`src/rtl/mem_resp_queue_pkg.sv`:
```
`default_nettype none
// ============================================================================
//  mem_resp_queue_pkg
//  Shared encodings and metadata layout for the MEM-stage response tracker
//  and its load-extension datapath.
//  Revision: 1.0 - initial multi-outstanding release
// ============================================================================
package mem_resp_queue_pkg;

  // Access size encodings carried with each request
  localparam logic [1:0] MEM_SZ_B = 2'b00;
  localparam logic [1:0] MEM_SZ_H = 2'b01;
  localparam logic [1:0] MEM_SZ_W = 2'b10;

  // Per-request access metadata recorded at allocation time
  typedef struct packed {
    logic       is_load;
    logic [1:0] size;
    logic       uns;
    logic [1:0] addr_low;
  } mem_meta_t;

  localparam int MEM_META_W = $bits(mem_meta_t);

endpackage
`default_nettype wire

```
`src/rtl/mem_resp_queue_load_extend.sv`:
```
`default_nettype none
// ============================================================================
//  mem_resp_queue_load_extend
//  Combinational lane select and sign/zero extension of SRAM read data.
//  Stores and misaligned halfwords produce zero.
//  Revision: 1.0 - initial release
// ============================================================================
module mem_resp_queue_load_extend
  import mem_resp_queue_pkg::*;
(
  input  logic [31:0] rdata,
  input  logic        is_load,
  input  logic [1:0]  size,
  input  logic        uns,
  input  logic [1:0]  addr_low,
  output logic [31:0] data
);

  logic [7:0]  lane_b;
  logic [15:0] lane_h;

  // Select the addressed lane and extend it to 32 bits
  always_comb begin
    data   = '0;
    lane_b = rdata[8*addr_low +: 8];
    lane_h = (addr_low[1]) ? rdata[31:16] : rdata[15:0];
    if (is_load) begin
      case (size)
        MEM_SZ_B: data = {{24{~uns & lane_b[7]}}, lane_b};
        MEM_SZ_H: begin
          // Odd halfword addresses raise ALE upstream; return zero here
          if (!addr_low[0]) data = {{16{~uns & lane_h[15]}}, lane_h};
        end
        MEM_SZ_W: data = rdata;
        default:  data = '0;
      endcase
    end
  end

endmodule
`default_nettype wire

```
`src/rtl/mem_resp_queue.sv`:
```
`default_nettype none
// ============================================================================
//  mem_resp_queue
//  In-order tracker for up to DEPTH outstanding data-SRAM transactions.
//  Records request metadata, captures data_ok responses, holds them until
//  WB accepts, drops responses owed to flushed requests, and extends loads.
//  Revision: 1.0 - multi-outstanding replacement of single-entry tracker
// ============================================================================
module mem_resp_queue
  import mem_resp_queue_pkg::*;
#(
  parameter int DEPTH = 4,
  parameter int PTR_W = $clog2(DEPTH),
  parameter int CNT_W = $clog2(DEPTH) + 1
) (
  input  logic             clk,
  input  logic             reset,
  input  logic             req_valid,
  output logic             req_allowin,
  input  logic             req_is_load,
  input  logic [1:0]       req_size,
  input  logic             req_unsigned,
  input  logic [1:0]       req_addr_low,
  input  logic             data_ok,
  input  logic [31:0]      rdata,
  input  logic             flush,
  output logic             out_valid,
  input  logic             out_ready,
  output logic             out_is_load,
  output logic [31:0]      out_data,
  output logic [CNT_W-1:0] occupancy
);

  logic [PTR_W-1:0] alloc_ptr, resp_ptr, head_ptr;
  logic [CNT_W-1:0] occ, pend, discard_cnt;
  logic [DEPTH-1:0] done;

  mem_meta_t   meta_mem [DEPTH];
  logic [31:0] data_mem [DEPTH];

  mem_meta_t   req_meta, head_meta;
  logic        owe_none, do_alloc, do_capture, bypass, do_retire;
  logic [31:0] head_rdata, ext_data;

  assign req_meta = {req_is_load, req_size, req_unsigned, req_addr_low};

  // Control decode: allocation, capture, same-cycle bypass and retirement
  always_comb begin
    owe_none    = (discard_cnt == '0);
    do_alloc    = req_valid && !flush;
    do_capture  = data_ok && !flush && owe_none;
    bypass      = data_ok && owe_none && (pend != '0) && (resp_ptr == head_ptr);
    out_valid   = !flush && (done[head_ptr] || bypass);
    do_retire   = out_valid && out_ready;
    head_meta   = meta_mem[head_ptr];
    head_rdata  = done[head_ptr] ? data_mem[head_ptr] : rdata;
    out_data    = out_valid ? ext_data : '0;
    out_is_load = out_valid && head_meta.is_load;
    // Bus outstanding = tracked entries plus responses still owed for flushed ones
    req_allowin = ({1'b0, occ} + {1'b0, discard_cnt}) < (CNT_W+1)'(DEPTH);
    occupancy   = occ;
  end

  mem_resp_queue_load_extend u_load_extend (
    .rdata    (head_rdata),
    .is_load  (head_meta.is_load),
    .size     (head_meta.size),
    .uns      (head_meta.uns),
    .addr_low (head_meta.addr_low),
    .data     (ext_data)
  );

  // Pointers, counters and done flags; flush wins over all other updates
  always_ff @(posedge clk) begin
    if (reset) begin
      alloc_ptr   <= '0;
      resp_ptr    <= '0;
      head_ptr    <= '0;
      occ         <= '0;
      pend        <= '0;
      discard_cnt <= '0;
      done        <= '0;
    end else if (flush) begin
      alloc_ptr   <= '0;
      resp_ptr    <= '0;
      head_ptr    <= '0;
      occ         <= '0;
      pend        <= '0;
      done        <= '0;
      // Every live request plus any new one becomes an owed, dropped response
      discard_cnt <= discard_cnt + pend + CNT_W'(req_valid) - CNT_W'(data_ok);
    end else begin
      if (do_alloc)   alloc_ptr <= alloc_ptr + PTR_W'(1);
      if (do_capture) resp_ptr  <= resp_ptr + PTR_W'(1);
      if (do_retire)  head_ptr  <= head_ptr + PTR_W'(1);
      occ  <= occ + CNT_W'(do_alloc) - CNT_W'(do_retire);
      pend <= pend + CNT_W'(do_alloc) - CNT_W'(do_capture);
      if (data_ok && !owe_none) discard_cnt <= discard_cnt - CNT_W'(1);
      if (do_alloc)  done[alloc_ptr] <= 1'b0;
      if (do_retire) done[head_ptr]  <= 1'b0;
      // A bypassed response retired in its own cycle never becomes done
      if (do_capture && !(bypass && do_retire)) done[resp_ptr] <= 1'b1;
    end
  end

  // Entry payload storage; no reset needed since done gates its use
  always_ff @(posedge clk) begin
    if (do_alloc)   meta_mem[alloc_ptr] <= req_meta;
    if (do_capture) data_mem[resp_ptr]  <= rdata;
  end

`ifndef SYNTHESIS
  // Upstream protocol checks: no overwrite, no over-issue, no stray response
  always_ff @(posedge clk) begin
    if (!reset) begin
      assert (!(do_alloc && occ == CNT_W'(DEPTH)));
      assert (!(req_valid && !req_allowin));
      assert (!(data_ok && owe_none && pend == '0));
    end
  end
`endif

endmodule
`default_nettype wire

```
`config.mk`:
```
export PLATFORM = sky130hd
export DESIGN_NAME = mem_resp_queue
export DESIGN_NICKNAME = d
export VERILOG_FILES = /design/src/rtl/mem_resp_queue_pkg.sv /design/src/rtl/mem_resp_queue_load_extend.sv /design/src/rtl/mem_resp_queue.sv
export SDC_FILE = /design/constraint.sdc
export NUM_CORES = 1
export LEC_CHECK = 0
export BUFFER_PORTS_ARGS = -buffer_cell sky130_fd_sc_hd__buf_2
export CORE_UTILIZATION = 35
export CTS_BUF_LIST = sky130_fd_sc_hd__clkbuf_8
export CTS_CLUSTER_DIAMETER = 50
export DETAILED_ROUTE_END_ITERATION = 6
export GPL_TIMING_DRIVEN = 0
export HOLD_SLACK_MARGIN = 0.03
export MAX_ROUTING_LAYER = met4
export PLACE_DENSITY_LB_ADDON = 0.1
export SETUP_SLACK_MARGIN = 0.02
export SLEW_MARGIN = 20
export SYNTH_ARGS = -nofsm -noshare
export SYNTH_HDL_FRONTEND = slang
export SYNTH_HIERARCHICAL = 1
export SYNTH_SLANG_ARGS = --single-unit
```
`constraint.sdc`:
```
create_clock -name clk -period 6.2 [get_ports clk]
set_input_delay 0 -clock clk [delete_from_list [all_inputs] [get_ports clk]]
set_output_delay 0 -clock clk [all_outputs]
set_load 0.01 [all_outputs]
```
# Yosys cells after proc, flatten, opt, wreduce, memory -nomap -nowiden
# Memories as Yosys holds them, arrays and structs flattened. A register that Yosys moved wholly into a read port is not among the register bits.
# Index checks and enable logic that the tools add are counted.
[totals]
reg_bits = 19
ramBits = 152
inputBits = 44
output_inout_bits = 38
wordCells = 95
memories = 2
[op_classes]
add_sub_neg = 12
n_lt_le_gt_ge = 7
n_eq_ne = 3
shift = 1
n_mux = 31
bitwise_logic = 8
n_reduce_logical = 24
[memory_table]
columns = ["name", "depth", "word_bits", "read_ports", "rd_ports_with_merged_regs", "write_ports", "line", "rtl"]
rows = [
  ["data_mem", 4, 32, 1, 1, 1, "mem_resp_queue.sv:39", "logic [31:0] data_mem [DEPTH];"],
  ["meta_mem", 4, 6, 1, 1, 1, "mem_resp_queue.sv:38", "mem_meta_t meta_mem [DEPTH];"],
]
[op_table]
columns = ["operator", "n"]
rows = [
  ["$mux W32", 4],
  ["$pmux W32 S3", 1],
  ["$shiftx A32 B6 Y8", 1],
  ["$mux W4", 7],
  ["$mux W16", 1],
  ["$logic_and A1 B1 Y1", 15],
  ["$add A3 B1 Y3", 3],
  ["$lt A2 B3 Y1 const B", 3],
  ["$sub A3 B1 Y3", 3],
  ["$and A4 B4 Y4", 2],
  ["$mux W1", 8],
  ["$mux W2", 4],
  ["$not A4 Y4", 2],
  ["$add A2 B1 Y2 const B", 3],
  ["$demux W1 S2", 3],
  ["$ge A2 B1 Y1 const B", 3],
  ["$mux W3", 2],
  ["$add A3 B3 Y4", 1],
  ["$lt A4 B3 Y1 const B", 1],
  ["$or A4 B4 Y4", 1],
  ["$add A3 B3 Y3", 1],
  ["$logic_not A1 Y1", 3],
  ["$logic_not A3 Y1", 1],
  ["$reduce_bool A3 Y1", 1],
  ["11 further kinds", 12],
]

# Depth between registers and ports, before layout
[depth]
word_depth = 15
depth_mapped = 13
ltp_nobuf = 12

# By module
# The synthesis kept the hierarchy.
[modules_own_cells]
columns = ["module", "n_inst", "cells_per_inst", "area_each_um2", "seq_area_each_um2"]
rows = [
  ["mem_resp_queue", 1, 423, 7552.2, 4984.8],
  ["mem_resp_queue_load_extend", 1, 115, 739.5, 0.0],
]

# Worst setup path after synthesis
# Ideal clock, no wire load.
[synth_path]
kind = "register to output"
start = "reg with a tool-made name"
end = "out out_data[20]"
arrival_ns = 2.731
required_time_ns = 6.200
setup_slack_ns = 3.469
stages_incl_launch_ff = 11
n_path_buf = 3
cell_sequence = "dfxtp_1 buf_2 buf_2 mux4_2 mux2_2 mux2i_1 o32ai_2 o21bai_2 buf_6 a21oi_2 and2_4"
[synth_lines]
columns = ["element", "line", "rtl"]
rows = [
  ["end, declared", "mem_resp_queue.sv:30", "output logic [31:0] out_data,"],
]

==> impl_metrics.yaml <==
route:
  viasPerCell: 4.99
  finalWirelength_um: 20100
  detail_route.wl_per_cell_um: 19.8
  first_iter_violations: 350
  antenna_left: 0
  vias: 5042
  dr.pass1.iters: 4
  drcViolationCount: 0
sta:
  worst_slew_margin_rel: 0.424
  rsz0062_at_grt: "false"
  fmaxAchievable_ghz: 0.241
  setup_viol: 0
  hold_viol: 0
  min_period_ns: 4.15
  slew_violations: 0
  fin_setup_tns_ns: 0
  clock_skew_ns: 0.0128
  tightestPinTransition_ns: 0.863
  period_share: 0.669
worst_setup_path:
  crit_arrival_ns: 4.15
  cp-end-kind: "output pin"
  crit_chain: "clkbuf_1, clkbuf_1, mux4_2, mux2_2, mux2i_1, o32ai_2, o21bai_2, buf_6, a21oi_2, and2_4, buf_2"
  reg2reg_slack_ns: 3.37
  cpMaxStageDelayCell: "clkbuf_1"
  criticalPathCategory: "reg2out"
  reg2regPathDepth: 10
  critical-path-top-delay-family: "buffers and inverters"
  required_ns: 6.20
  r2r_end: "occupancy[2]$_SDFF_PP0_"
  cpPeakStageDelay_ns: 0.70
  regToRegStartpoint: "head_ptr[0]$_SDFFE_PP0P_"
  worst-path-buf-inv: 4
  cpMostUsedCell: "clkbuf_1"
  crit_path_start_kind: "flip-flop"
  worstPathMaxFanout: 10
clock_tree:
  cts_max_level: 4
  cts_tree: "done"
  clkTransAtPathRegs_ns: 0.10
  hold_buffers: 43
  cts_buffers: 17
  cts_resized: 0
  post_cts_buffers: 0
  clk_latency_ns: 0.46
  ctsLongestPathBuffers: 2
  clock_sinks: 173
  root_buffer: "clkbuf_8"
placed_design:
  dp_cells: 935
  port-buffer-count: 80
  placed_cell_area_sq_um: 9170
  gp_routability_congestion: 0.797
  dp_hpwl_um: 13900
yosys:
  synth-seq-cells: 173
  synth_nets: 607
  avgSynthCellArea_sq_um: 15.4
  yosysWarnings: 6
  synth.distinct_cells: 51
  synthFlopType: "edfxtp_1"
  syn_inst: 538
  async_flop_share: 0
  synth_edf_count: 152
  netlist_area_sq_um: 8290
  ys_seq_area_frac: 0.601
die:
  fp.dieW_um: 156
  ios: 82
  die_area_sq_um: 24300
  die_h_um: 156
  rows: 55
  core_area_sq_um: 22900
  start_util: 0.362
min_path:
  hold_path_class: "in2reg"
  worstHoldEndpoint: "discard_cnt[0]$_SDFFE_PP0P_"
  hold_path_startpoint: "flush"
  holdPathStages: 3
finish:
  area_delta_synth_final_pct: 21.2
  stdcell_count: 1011
  layout.nets: 754
  antennaDiodeCount: 0
  drive_gt1_frac: 0.352
  design_area_sq_um: 10100
  nFillCells: 2112
power_and_ir_drop:
  p_leak_nw: 3.53
  cellPowerDensity_nw_per_um2: 255
  max-vdd-ir-drop_mv: 0.127
  total_power_mw: 2.57
global_route:
  grt_pass1_vias: 5246
  grt_usage: 0.180
  grt_max_degree: 24
  grt_pass1_wl_um: 31000
  antenna_found_initial: 0
  overflow: 0
job:
  max-cap-violations: 0
status:
  status: "finished clean"
[cells in the mapped netlist, types with 9 or more instances]
cell | n | share of area
mux4_2 | 39 | 0.11
a21oi_2 | 10 | 0.011
a21oi_1 | 20 | 0.012
mux2_2 | 39 | 0.053
edfxtp_1 | 152 | 0.55
clkbuf_1 | 13 | 0.0059
and2_4 | 18 | 0.019
nand2_1 | 31 | 0.014
nor2_1 | 31 | 0.014
ha_1 | 21 | 0.032
inv_1 | 18 | 0.0081
and2_1 | 23 | 0.017
dfxtp_1 | 21 | 0.051
buf_2 | 9 | 0.0054
[through the flow]
| step | setup WS (ns) | utilization | hold WS, ns |
|---|---|---|---|
| 6_report | 2.05 | 0.439 | 0.171 |
| 5_1_grt | 1.83 | 0.439 | 0.212 |
| 4_1_cts | 1.99 | 0.438 | 0.136 |
| 3_5_place_dp | 2.52 | 0.400 | 0.217 |
| 3_3_place_gp | 2.58 | 0.396 | 0.207 |
| 2_1_floorplan | 3.47 | - | 0.0691 |
[routing by layer]
metal | wire (um) | vias up | track usage | part of all wire
met4 | 310 | 0 | 0.0500 | 0.015
met5 | 0 | - | - | 0
met1 | 9030 | 2552 | 0.231 | 0.45
li1 | - | 2350 | - | -
met2 | 9950 | 116 | 0.289 | 0.50
met3 | 770 | 24 | 0.0350 | 0.038
[kinds of logic (layout without fill, tap and decap cells)]
group / count (synthesis) / in the layout / share of synthesized area
xor+xnor: 11 / 11 / 0.0134
buf+inv: 47 / 207 / 0.0276
mux: 86 / 86 / 0.169
flops: 173 / 173 / 0.601
simple gates: 131 / 131 / 0.0880
fa+ha+maj: 25 / 25 / 0.0413
compound gates: 65 / 65 / 0.0599
[cells in the final DEF, fill, tap and decap left out, drive strengths merged, types with 21 or more instances in the layout]
cell	n
inv	23
mux4	39
ha	21
nor2	32
buf	101
nand2	31
dfxtp	21
edfxtp	152
mux2	39
and2	41
a21oi	30
dlygate4sd3	43
clkbuf	30
[power by group]
part	total, mW	internal [mW]	leakage [nW]	switching (mW)
clock network	0.884	0.446	0.217	0.438
registers	1.33	1.31	1.54	0.0179
logic	0.354	0.165	1.77	0.189
total	2.57	1.92	3.53	0.645
[how the worst max path moves through the flow]
stage | end | slack (ns) | startpoint | depth (start not counted)
after floorplan | out_data[20] | 3.47 | flip-flop | 10
after global placement | out_data[26] | 2.58 | flip-flop | 11
after detailed placement | out_data[29] | 2.52 | flip-flop | 11
after CTS | out_data[29] | 1.99 | flip-flop | 11
after global routing | out_data[25] | 1.83 | flip-flop | 11
final | out_data[26] | 2.05 | flip-flop | 11
[cell type report]
class | count | area, sq um | area share
plain buffers | 29 | 161 | 0.0161
clock buffers | 17 | 234 | 0.0233
clock inverters | 15 | 208 | 0.0207
inverters | 18 | 67.6 | 0.00672
multi-input cells | 318 | 3080 | 0.307
flip-flops and latches | 173 | 4980 | 0.496
well taps | 313 | 392 | 0.0390
repair buffers | 128 | 922 | 0.0917
[registers in the layout, summed over array words and instances (netlist names), named ones only]
register     count
data_mem       128
meta_mem        24
done             4
discard_cnt      3
occupancy        3
pend             3
alloc_ptr        2
head_ptr         2
resp_ptr         2
[worst register-to-register path, delay by kind of cell, from the launching register on]
family          cells  cell delay, ns
fa+ha+maj           2            0.56
buf+inv             2            0.22
mux                 1            0.56
flops               1            0.52
compound gates      3            0.67
simple gates        1            0.05
xor+xnor            1            0.16
No activity file was read; power rests on OpenSTA's default activity.
